===== config.mk =====
export PLATFORM = sky130hd
export DESIGN_NAME = hub75_rx
export DESIGN_NICKNAME = d
export VERILOG_FILES = /design/src/rtl/hub75_rx.sv
export SDC_FILE = /design/constraint.sdc
export NUM_CORES = 2
export LEC_CHECK = 0
export BUFFER_PORTS_ARGS = -buffer_cell sky130_fd_sc_hd__buf_4
export CAP_MARGIN = 20
export CORE_ASPECT_RATIO = 0.5
export CORE_MARGIN = 2
export CORE_UTILIZATION = 40
export DETAILED_ROUTE_END_ITERATION = 10
export HOLD_SLACK_MARGIN = 0.06
export SLEW_MARGIN = 20
export SYNTH_ARGS = -nofsm -noshare
export SYNTH_HDL_FRONTEND = slang
export SYNTH_SLANG_ARGS = --single-unit

===== constraint.sdc =====
create_clock -name clk -period 25.6 [get_ports clk]
set_input_delay 3.84 -clock clk [delete_from_list [all_inputs] [get_ports clk]]
set_output_delay 3.84 -clock clk [all_outputs]
set_load 0.01 [all_outputs]

===== src/rtl/hub75_rx.sv =====
// HUB75 receiver: rebuilds full-colour pixels from the bit-plane stream and emits them as valid/ready writes.
// Define HUB75_RX_SYNC_EN to put a 2-flop synchronizer on every HUB75 input.
module hub75_rx #(
  parameter int hpixel_p     = 64,
  parameter int vpixel_p     = 32,
  parameter int bpp_p        = 8,
  parameter int addr_width_p = $clog2(hpixel_p*vpixel_p)
) (
  input  logic                          clk,
  input  logic                          rst,
  input  logic                          i_h75_clk,
  input  logic                          i_stb,
  input  logic                          i_a,
  input  logic                          i_b,
  input  logic                          i_c,
  input  logic                          i_d,
  input  logic                          i_r1,
  input  logic                          i_g1,
  input  logic                          i_b1,
  input  logic                          i_r2,
  input  logic                          i_g2,
  input  logic                          i_b2,
  output logic                          o_wr_valid,
  input  logic                          i_wr_ready,
  output logic [addr_width_p-1:0]       o_wr_addr,
  output logic [2:0][bpp_p-1:0]         o_wr_data,
  output logic                          o_frame_done,
  output logic                          o_seq_err,
  output logic                          o_overrun
);
  localparam int cnt_w = $clog2(hpixel_p + 2);
  localparam int idx_w = $clog2(2 * hpixel_p);
  localparam int x_w   = $clog2(hpixel_p);
  localparam int pl_w  = (bpp_p > 1) ? $clog2(bpp_p) : 1;

  typedef enum logic {COLLECT, FLUSH} state_t;
  state_t state_q, state_d;

  logic [11:0] raw, samp, q;
  logic        clk_d, stb_d;
  assign raw = {i_h75_clk, i_stb, i_d, i_c, i_b, i_a, i_r1, i_g1, i_b1, i_r2, i_g2, i_b2};

`ifdef HUB75_RX_SYNC_EN
  logic [11:0] sync1, sync2;
  always_ff @(posedge clk or posedge rst) begin
    if (rst) begin
      sync1 <= '0;
      sync2 <= '0;
    end else begin
      sync1 <= raw;
      sync2 <= sync1;
    end
  end
  assign samp = sync2;
`else
  assign samp = raw;
`endif

  always_ff @(posedge clk or posedge rst) begin
    if (rst) begin
      q     <= '0;
      clk_d <= 1'b0;
      stb_d <= 1'b0;
    end else begin
      q     <= samp;
      clk_d <= q[11];
      stb_d <= q[10];
    end
  end

  logic       clk_rise, stb_rise;
  logic [3:0] row;
  logic [5:0] pix;
  assign clk_rise = q[11] & ~clk_d;
  assign stb_rise = q[10] & ~stb_d;
  assign row      = q[9:6];
  assign pix      = q[5:0];

  logic [hpixel_p-1:0][5:0]            shbuf, shbuf_n;
  logic [hpixel_p-1:0][5:0][bpp_p-1:0] acc;
  logic [cnt_w-1:0] cnt, cnt_n;
  logic [pl_w-1:0]  plane, eff_plane;
  logic [3:0]       cur_row;
  logic [idx_w-1:0] idx;
  logic cnt_bad, row_bad, accept, final_pl, xfer, last;
  logic seq_err_d, overrun_d, done_d;

  // A shift seen in the same cycle as the latch is folded in before the copy.
  always_comb begin
    shbuf_n = clk_rise ? {shbuf[hpixel_p-2:0], pix} : shbuf;
    cnt_n   = cnt;
    if (clk_rise && cnt != cnt_w'(hpixel_p + 1)) cnt_n = cnt + 1'b1;
  end

  always_comb begin
    state_d   = state_q;
    cnt_bad   = cnt_n != cnt_w'(hpixel_p);
    row_bad   = !cnt_bad && (row != cur_row) && (plane != '0);
    accept    = stb_rise && !cnt_bad;
    eff_plane = row_bad ? '0 : plane;
    final_pl  = accept && (eff_plane == pl_w'(bpp_p - 1));
    xfer      = (state_q == FLUSH) && i_wr_ready;
    last      = idx == idx_w'(2 * hpixel_p - 1);
    seq_err_d = stb_rise && (cnt_bad || row_bad);
    overrun_d = stb_rise && (state_q == FLUSH);
    done_d    = 1'b0;
    case (state_q)
      COLLECT: if (final_pl) state_d = FLUSH;
      FLUSH: begin
        if (stb_rise) state_d = final_pl ? FLUSH : COLLECT;
        else if (xfer && last) begin
          state_d = COLLECT;
          done_d  = cur_row == 4'(vpixel_p / 2 - 1);
        end
      end
      default: state_d = COLLECT;
    endcase
  end

  always_ff @(posedge clk or posedge rst) begin
    if (rst) begin
      state_q      <= COLLECT;
      cnt          <= '0;
      plane        <= '0;
      cur_row      <= '0;
      idx          <= '0;
      o_seq_err    <= 1'b0;
      o_overrun    <= 1'b0;
      o_frame_done <= 1'b0;
    end else begin
      state_q      <= state_d;
      cnt          <= accept ? '0 : cnt_n;
      if (accept) begin
        cur_row <= row;
        plane   <= final_pl ? '0 : eff_plane + 1'b1;
      end
      if (final_pl)  idx <= '0;
      else if (xfer) idx <= idx + 1'b1;
      o_seq_err    <= seq_err_d;
      o_overrun    <= overrun_d;
      o_frame_done <= done_d;
    end
  end

  always_ff @(posedge clk) begin
    shbuf <= shbuf_n;
    if (accept)
      for (int unsigned xx = 0; xx < hpixel_p; xx++)
        for (int unsigned cc = 0; cc < 6; cc++)
          acc[xx[x_w-1:0]][cc[2:0]][eff_plane] <= shbuf_n[xx[x_w-1:0]][cc[2:0]];
  end

  logic                    half;
  logic [idx_w-1:0]        xi;
  logic [x_w-1:0]          x;
  logic [addr_width_p-1:0] y_a;
  assign o_wr_valid = state_q == FLUSH;

  // Addr/data are forced to zero outside FLUSH so reset leaves every output at 0.
  always_comb begin
    half      = idx >= idx_w'(hpixel_p);
    xi        = half ? idx - idx_w'(hpixel_p) : idx;
    x         = xi[x_w-1:0];
    y_a       = addr_width_p'(cur_row) + (half ? addr_width_p'(vpixel_p / 2) : '0);
    o_wr_addr = '0;
    o_wr_data = '0;
    if (o_wr_valid) begin
      o_wr_addr = y_a * addr_width_p'(hpixel_p) + addr_width_p'(x);
      o_wr_data = half ? acc[x][2:0] : acc[x][5:3];
    end
  end
endmodule


Yosys cells after proc, flatten, opt, wreduce, memory -nomap -nowiden
Cells that the tools add are included.
Widths: inputs -> output; s select.
{"block": "classes", "addsub": 6, "n_mul": 0, "n_div": 0, "n_lt_le_gt_ge": 4, "eq_ne": 6, "n_shift": 0, "muxes": 407, "bitwise_logic": 5, "n_reduce_logical": 14}
{"operator": "$bwmux 8", "n": 384}
{"operator": "$mux 384", "n": 1}
{"operator": "$bmux 48 s6", "n": 1}
{"operator": "$mux 24", "n": 2}
{"operator": "$mux 48", "n": 1}
{"operator": "$mux 7", "n": 4}
{"operator": "$add 7x1->7 const B", "n": 2}
{"operator": "$ne 7x7->1 const B", "n": 2}
{"operator": "$add 11x6->11", "n": 1}
{"operator": "$mux 11", "n": 1}
{"operator": "$logic_and 1x1->1", "n": 10}
{"operator": "$eq 7x7->1 const B", "n": 1}
{"operator": "$ge 7x7->1 const B", "n": 1}
{"operator": "$lt 6x7->1 const B", "n": 1}
{"operator": "$mux 1", "n": 7}
{"operator": "$mux 3", "n": 2}
{"operator": "$mux 6", "n": 1}
{"operator": "$sub 6x1->6 const B", "n": 1}
{"operator": "$add 4x5->5", "n": 1}
{"operator": "$mux 5", "n": 1}
{"operator": "$eq 4x4->1 const B", "n": 1}
{"operator": "$lt 3x4->1 const B", "n": 1}
{"operator": "$ne 4x4->1", "n": 1}
{"operator": "$add 3x1->3 const B", "n": 1}
{"operator": "10 further kinds", "n": 13}
{"block": "word_totals", "reg_bits": 3495, "latch_bits": 0, "ramBits": 0, "romBits": 0, "input_bits": 15, "out_inout_bits": 39, "word_cells": 901, "memories": 0}

Longest topological paths before layout
{"block": "logic_depth", "word_depth": 14, "depth_mapped": 12, "ltp_nobuf": 11}

Worst setup path before layout
Ideal clock, no wire load.
{"block": "synth_path", "kind": "register -> register", "from": "reg cnt[5]", "to": "reg acc[0] in the netlist's numbering, enable pin", "setup_ps": 1236, "arrival_time_ps": 19871, "required_time_ps": 24364, "slack_ps": 4493, "stages_incl_launch_ff": 8, "n_path_buf": 2, "period_less_slack_ps": 21107, "cell_sequence": "dfrtp_1 -> buf_2 -> xor2_1 -> or4_1 -> a221o_1 -> a2111oi_4 -> buf_4 -> a21boi_1"}
{"block": "synth_via", "elab_chain_len": 6, "word_cells_on_any_way": 7, "cone_classes": "add/sub (1); eq/ne (2); mux (1); reduce/logical (3)"}
{"item": "start: declaration", "line_no": "81", "rtl": "logic [cnt_w-1:0] cnt, cnt_n;"}
{"item": "start signal: assignment", "line_no": "132", "rtl": "cnt <= accept ? '0 : cnt_n;"}
{"item": "branches (longest 2 deep; another with $add 7x1->7)"}
{"item": "$mux 7 (*)", "line_no": "92", "rtl": "if (clk_rise && cnt != cnt_w'(hpixel_p + 1)) cnt_n = cnt + 1'b1;"}
{"item": "$ne 7x7->1 (*)", "line_no": "97", "rtl": "cnt_bad = cnt_n != cnt_w'(hpixel_p);"}
{"item": "$logic_not 1->1 (*)", "line_no": "99", "rtl": "accept = stb_rise && !cnt_bad;"}
{"item": "$logic_and 1x1->1 (*)", "line_no": "99"}
{"item": "end signal: indexed assignment", "line_no": "150", "rtl": "acc[xx[x_w-1:0]][cc[2:0]][eff_plane] <= shbuf_n[xx[x_w-1:0]][cc[2:0]];"}
{"item": "end: declaration", "line_no": "80", "rtl": "logic [hpixel_p-1:0][5:0][bpp_p-1:0] acc;"}
Every way passes the cells marked *.
A chain may end at the register's enable or synchronous reset.

==> run_results.csv <==
group,metric,value,unit
run_status,status,"finished, final reports clean",
clock_tree,cts.sinks,3495,
critical_path,path_cells,"buf_4 > buf_4 > buf_12 > buf_4 > buf_4 > mux4_2 > or2_0 > a221oi_1 > a311oi_1 > a2111oi_1 > nand3_1 > buf_4",
worst_hold_path,hold_path.class,"flip-flop to flip-flop",
power,power_frac_seq,0.552,
power,p_leak,44.33,nW
power,switchingPower,2.299,mW
die,fp-row-count,148,
logic_synthesis,yosysUniqueCellTypes,78,
power,swShare,0.2034,
global_route,grt_pass1_vias,64148,
power,internal_power,9.008,mW
placed_design,portBuffers,53,
critical_path,crit_path_frequent_cell,"buf_4",
cells_and_area,drive_above_1_share,0.2084,
critical_path,cp-end-kind,"output pin",
global_route,grt_first_pass_wirelength,476400,microns
logic_synthesis,postSynth.asyncResetShare,0.01116,
logic_synthesis,synth-xor-area-share,0.0009974,
clock_tree,cts.reportedPaths.clkPinSlew,60,ps
power,power_density,76.64,nW/um^2
cells_and_area,finalInstanceArea,147500,sq um
logic_synthesis,synth_simple_gate_area_frac,0.04672,
placed_design,gp_congestion,0.7927,
logic_synthesis,synth_compound_area_frac,0.01858,
cells_and_area,syn2layout_area_growth,12.01,%
cells_and_area,final_nets,6984,
clock_tree,clock_latency,930,ps
placed_design,placed_area,137000,sq um
run,drv_cap,0,
critical_path,rr_worst_depth,12,
cells_and_area,multiInputGateArea,28780,sq um
sta,finalCritPeriodShare,0.4979,
sta,drv_slew,0,
placed_design,dp_hpwl,197900,microns
die,die_y,409.8,microns
worst_hold_path,hold_start,"q[10]$_DFF_PP0_",
die,dieArea,334200,sq um
logic_synthesis,synth_mux_area_frac,0.1507,
cells_and_area,final_cell_mix,"edfxtp_1 (3072), nand2_1 (1312), mux4_2 (761)",
routing,ant_nets,0,
clock_tree,cts_setup_buffers,0,
critical_path,cp_slowest_cell,"dfrtp_4",
critical_path,cp_top_family,"buffers and inverters",
clock_tree,cts_resized,0,
clock_tree,clockBufferDepth,4,
sta,fin_tns_setup,0,ps
sta,fmax,78.46,MHz
clock_tree,cts_hold_buf,0,
logic_synthesis,syn-cell-area,131700,sq um
power,max-vdd-ir-drop,0.06031,mV
die,ios,54,
critical_path,cpPeakStageDelay,980,ps
clock_tree,cts_buffers,319,
worst_hold_path,hold_path_depth,0,
clock_tree,cts_tree,"yes",
logic_synthesis,synth_top_family_by_area,"multiplexers",
sta,slew_headroom,0.2650,
global_route,grt_max_degree,154,
logic_synthesis,syn_inst,6813,
logic_synthesis,synth_edf_count,3072,
critical_path,start_kind,"flip-flop",
sta,timing.hold.ws,404.7,ps
logic_synthesis,syn_area_per_cell,19.33,sq um
critical_path,cp_num_buf_inv,6,
sta,tightest_slew,1100,ps
cells_and_area,seqCellArea,100900,sq um
logic_synthesis,synthAdderAreaFrac,0.0004749,
cells_and_area,fill_cells,27429,
critical_path,crit_fanout,84,
critical_path,worstSetupPathType,"flip-flop to output pin",
sta,skew,71.92,ps
global_route,antenna_found_initial,15,
logic_synthesis,yosysWarnings,0,
die,fp.dieW,815.5,microns
clock_tree,cts_root_buf,"clkbuf_16",
global_route,grt_overflow,0,
routing,dr.pass1.iters,5,
routing,vias,65516,
die,initial_utilization,0.4035,
critical_path,timing.rr.start,"clk_d$_DFF_PP0_",
routing,wl_per_cell,28.61,microns
routing,drtIter0Drc,7763,
global_route,grt_usage,0.1950,
logic_synthesis,ys_ff_latch,3495,
critical_path,crit_arrival,8910,ps
logic_synthesis,synth_ff_type,"edfxtp_1",
sta,rsz0062_at_grt,"false",
critical_path,cp_data_required_time,21760,ps
die,core_area,326500,sq um
routing,drc_errors,0,
sta,hold_viol_final,0,
worst_hold_path,hold_end,"stb_d$_DFF_PP0_",
cells_and_area,final_common_cell,"edfxtp_1",
sta,period_needed,12750,ps
routing,totalWireLength,331200,microns
clock_tree,cts-htree-levels,5,
critical_path,r2r_end,"acc[662]$_DFFE_PP_",
logic_synthesis,synth_nets,6833,
logic_synthesis,yosysSeqAreaShare,0.7661,
sta,setup_viol,0,
power,combPwrFrac,0.016,
routing,avgViaCountPerCell,5.659,
critical_path,rrSetupSlack,18380,ps
power,p_clk_frac,0.432,
-- worst reg2reg max path, stage by stage, from the launching register on --
cell and delay, ps:
dfrtp_1 420, nand2b_4 430, or4_1 630, a221o_1 360, a2111oi_4 240, buf_4 390
nand3b_1 320, nor2_4 180, buf_4 570, buf_4 800, buf_4 780, buf_4 740
buf_4 890
-- area by class of cell --
type                            count  area share
Clock inverter                    140     0.01014
Timing Repair Buffer              196     0.01169
Antenna cell                        2  0.00003392
Clock buffer                      442     0.06157
Sequential cell                  3495      0.6841
Tap cell                         4350     0.03689
Multi-Input combinational cell   2936      0.1951
Inverter                           16   0.0005003
-- kinds of logic after synthesis --
kind of cell / count (synthesis)
xor gates and xnor gates: 15
muxes: 1029
buffers and inverters: 382
and+or+nand+nor: 1541
AOI/OAI and AO/OA: 346
DFF: 3495
adders and majority gates: 5
-- metrics by stage --
step                worst slack, ps  utilization  total power [mW]  cells
floorplan                      4493            -             6.454   6813
global placement              13590       0.4194             6.546  10991
detailed placement            13610       0.4195             6.548  10993
CTS                           12630       0.4519             11.39  11575
global route                  12270       0.4519             11.62  11576
finish                        12850       0.4519             11.31  11577
-- synthesized netlist by cell type, types with 5 or more instances --
cell type | n | area share
ha_1 | 5 | 0.00047
nor2b_1 | 16 | 0.00076
or3_1 | 6 | 0.00028
nor2_1 | 63 | 0.0018
mux2i_1 | 246 | 0.019
o2111ai_1 | 11 | 0.00073
a221oi_1 | 19 | 0.0013
buf_6 | 59 | 0.0050
xnor2_1 | 7 | 0.00047
nand2_1 | 1313 | 0.037
dfxtp_1 | 384 | 0.058
a21oi_1 | 59 | 0.0022
nor4_1 | 12 | 0.00057
and3_1 | 18 | 0.00085
xor2_1 | 8 | 0.00053
mux4_2 | 761 | 0.13
nor3_1 | 13 | 0.00049
nand4_1 | 12 | 0.00057
buf_2 | 94 | 0.0036
a311oi_1 | 10 | 0.00066
a221o_1 | 5 | 0.00038
buf_1 | 28 | 0.00080
clkbuf_1 | 147 | 0.0042
edfxtp_1 | 3072 | 0.70
o211ai_1 | 16 | 0.00091
dfrtp_1 | 39 | 0.0074
o21ai_0 | 25 | 0.00095
o22ai_1 | 68 | 0.0032
and2_1 | 16 | 0.00076
mux2_2 | 18 | 0.0015
a22oi_1 | 27 | 0.0015
nand2b_1 | 8 | 0.00038
a211oi_1 | 15 | 0.00085
nand3_1 | 45 | 0.0017
o221ai_1 | 28 | 0.0019
a31oi_1 | 20 | 0.00095
inv_1 | 13 | 0.00037
buf_4 | 35 | 0.0020
-- power groups by stage --
stage	combinational [mW]	sequential [mW]	clock, mW
2_1_floorplan	0.0920	6.36	0
3_3_place_gp	0.176	6.37	0
3_5_place_dp	0.177	6.37	0
4_1_cts	0.178	6.25	4.97
5_1_grt	0.193	6.25	5.18
6_report	0.176	6.25	4.88
-- sequential cells by signal, indices dropped and copies added, names as in the netlist --
signal	cells
o_wr_valid	1
q	12
o_overrun	1
clk_d	1
o_seq_err	1
cnt	7
stb_d	1
shbuf	384
cur_row	4
o_frame_done	1
acc	3072
plane	3
idx	7
-- per-layer routing --
metal | vias to the layer above | track usage | share of wire
met5 | - | 0 | 0.000024
met4 | 2 | 0.04940 | 0.026
met3 | 445 | 0.03120 | 0.075
met2 | 2531 | 0.3036 | 0.46
met1 | 35131 | 0.2887 | 0.44
li1 | 27407 | - | -
-- worst max path at each step --
stage | startpoint | to | slack (ps) | cells after the start
floorplan | cnt[5]$_DFF_PP0_ | acc[0]$_DFFE_PP_ | 4490 | 7
global placement | idx[0]$_DFFE_PP0P_ | o_wr_data[9] | 13590 | 12
detailed placement | idx[0]$_DFFE_PP0P_ | o_wr_data[9] | 13610 | 12
CTS | idx[0]$_DFFE_PP0P_ | o_wr_data[9] | 12630 | 12
global route | idx[0]$_DFFE_PP0P_ | o_wr_data[9] | 12270 | 12
finish | idx[0]$_DFFE_PP0P_ | o_wr_data[9] | 12850 | 12
Note: power is estimated with default switching activity, not from simulation.
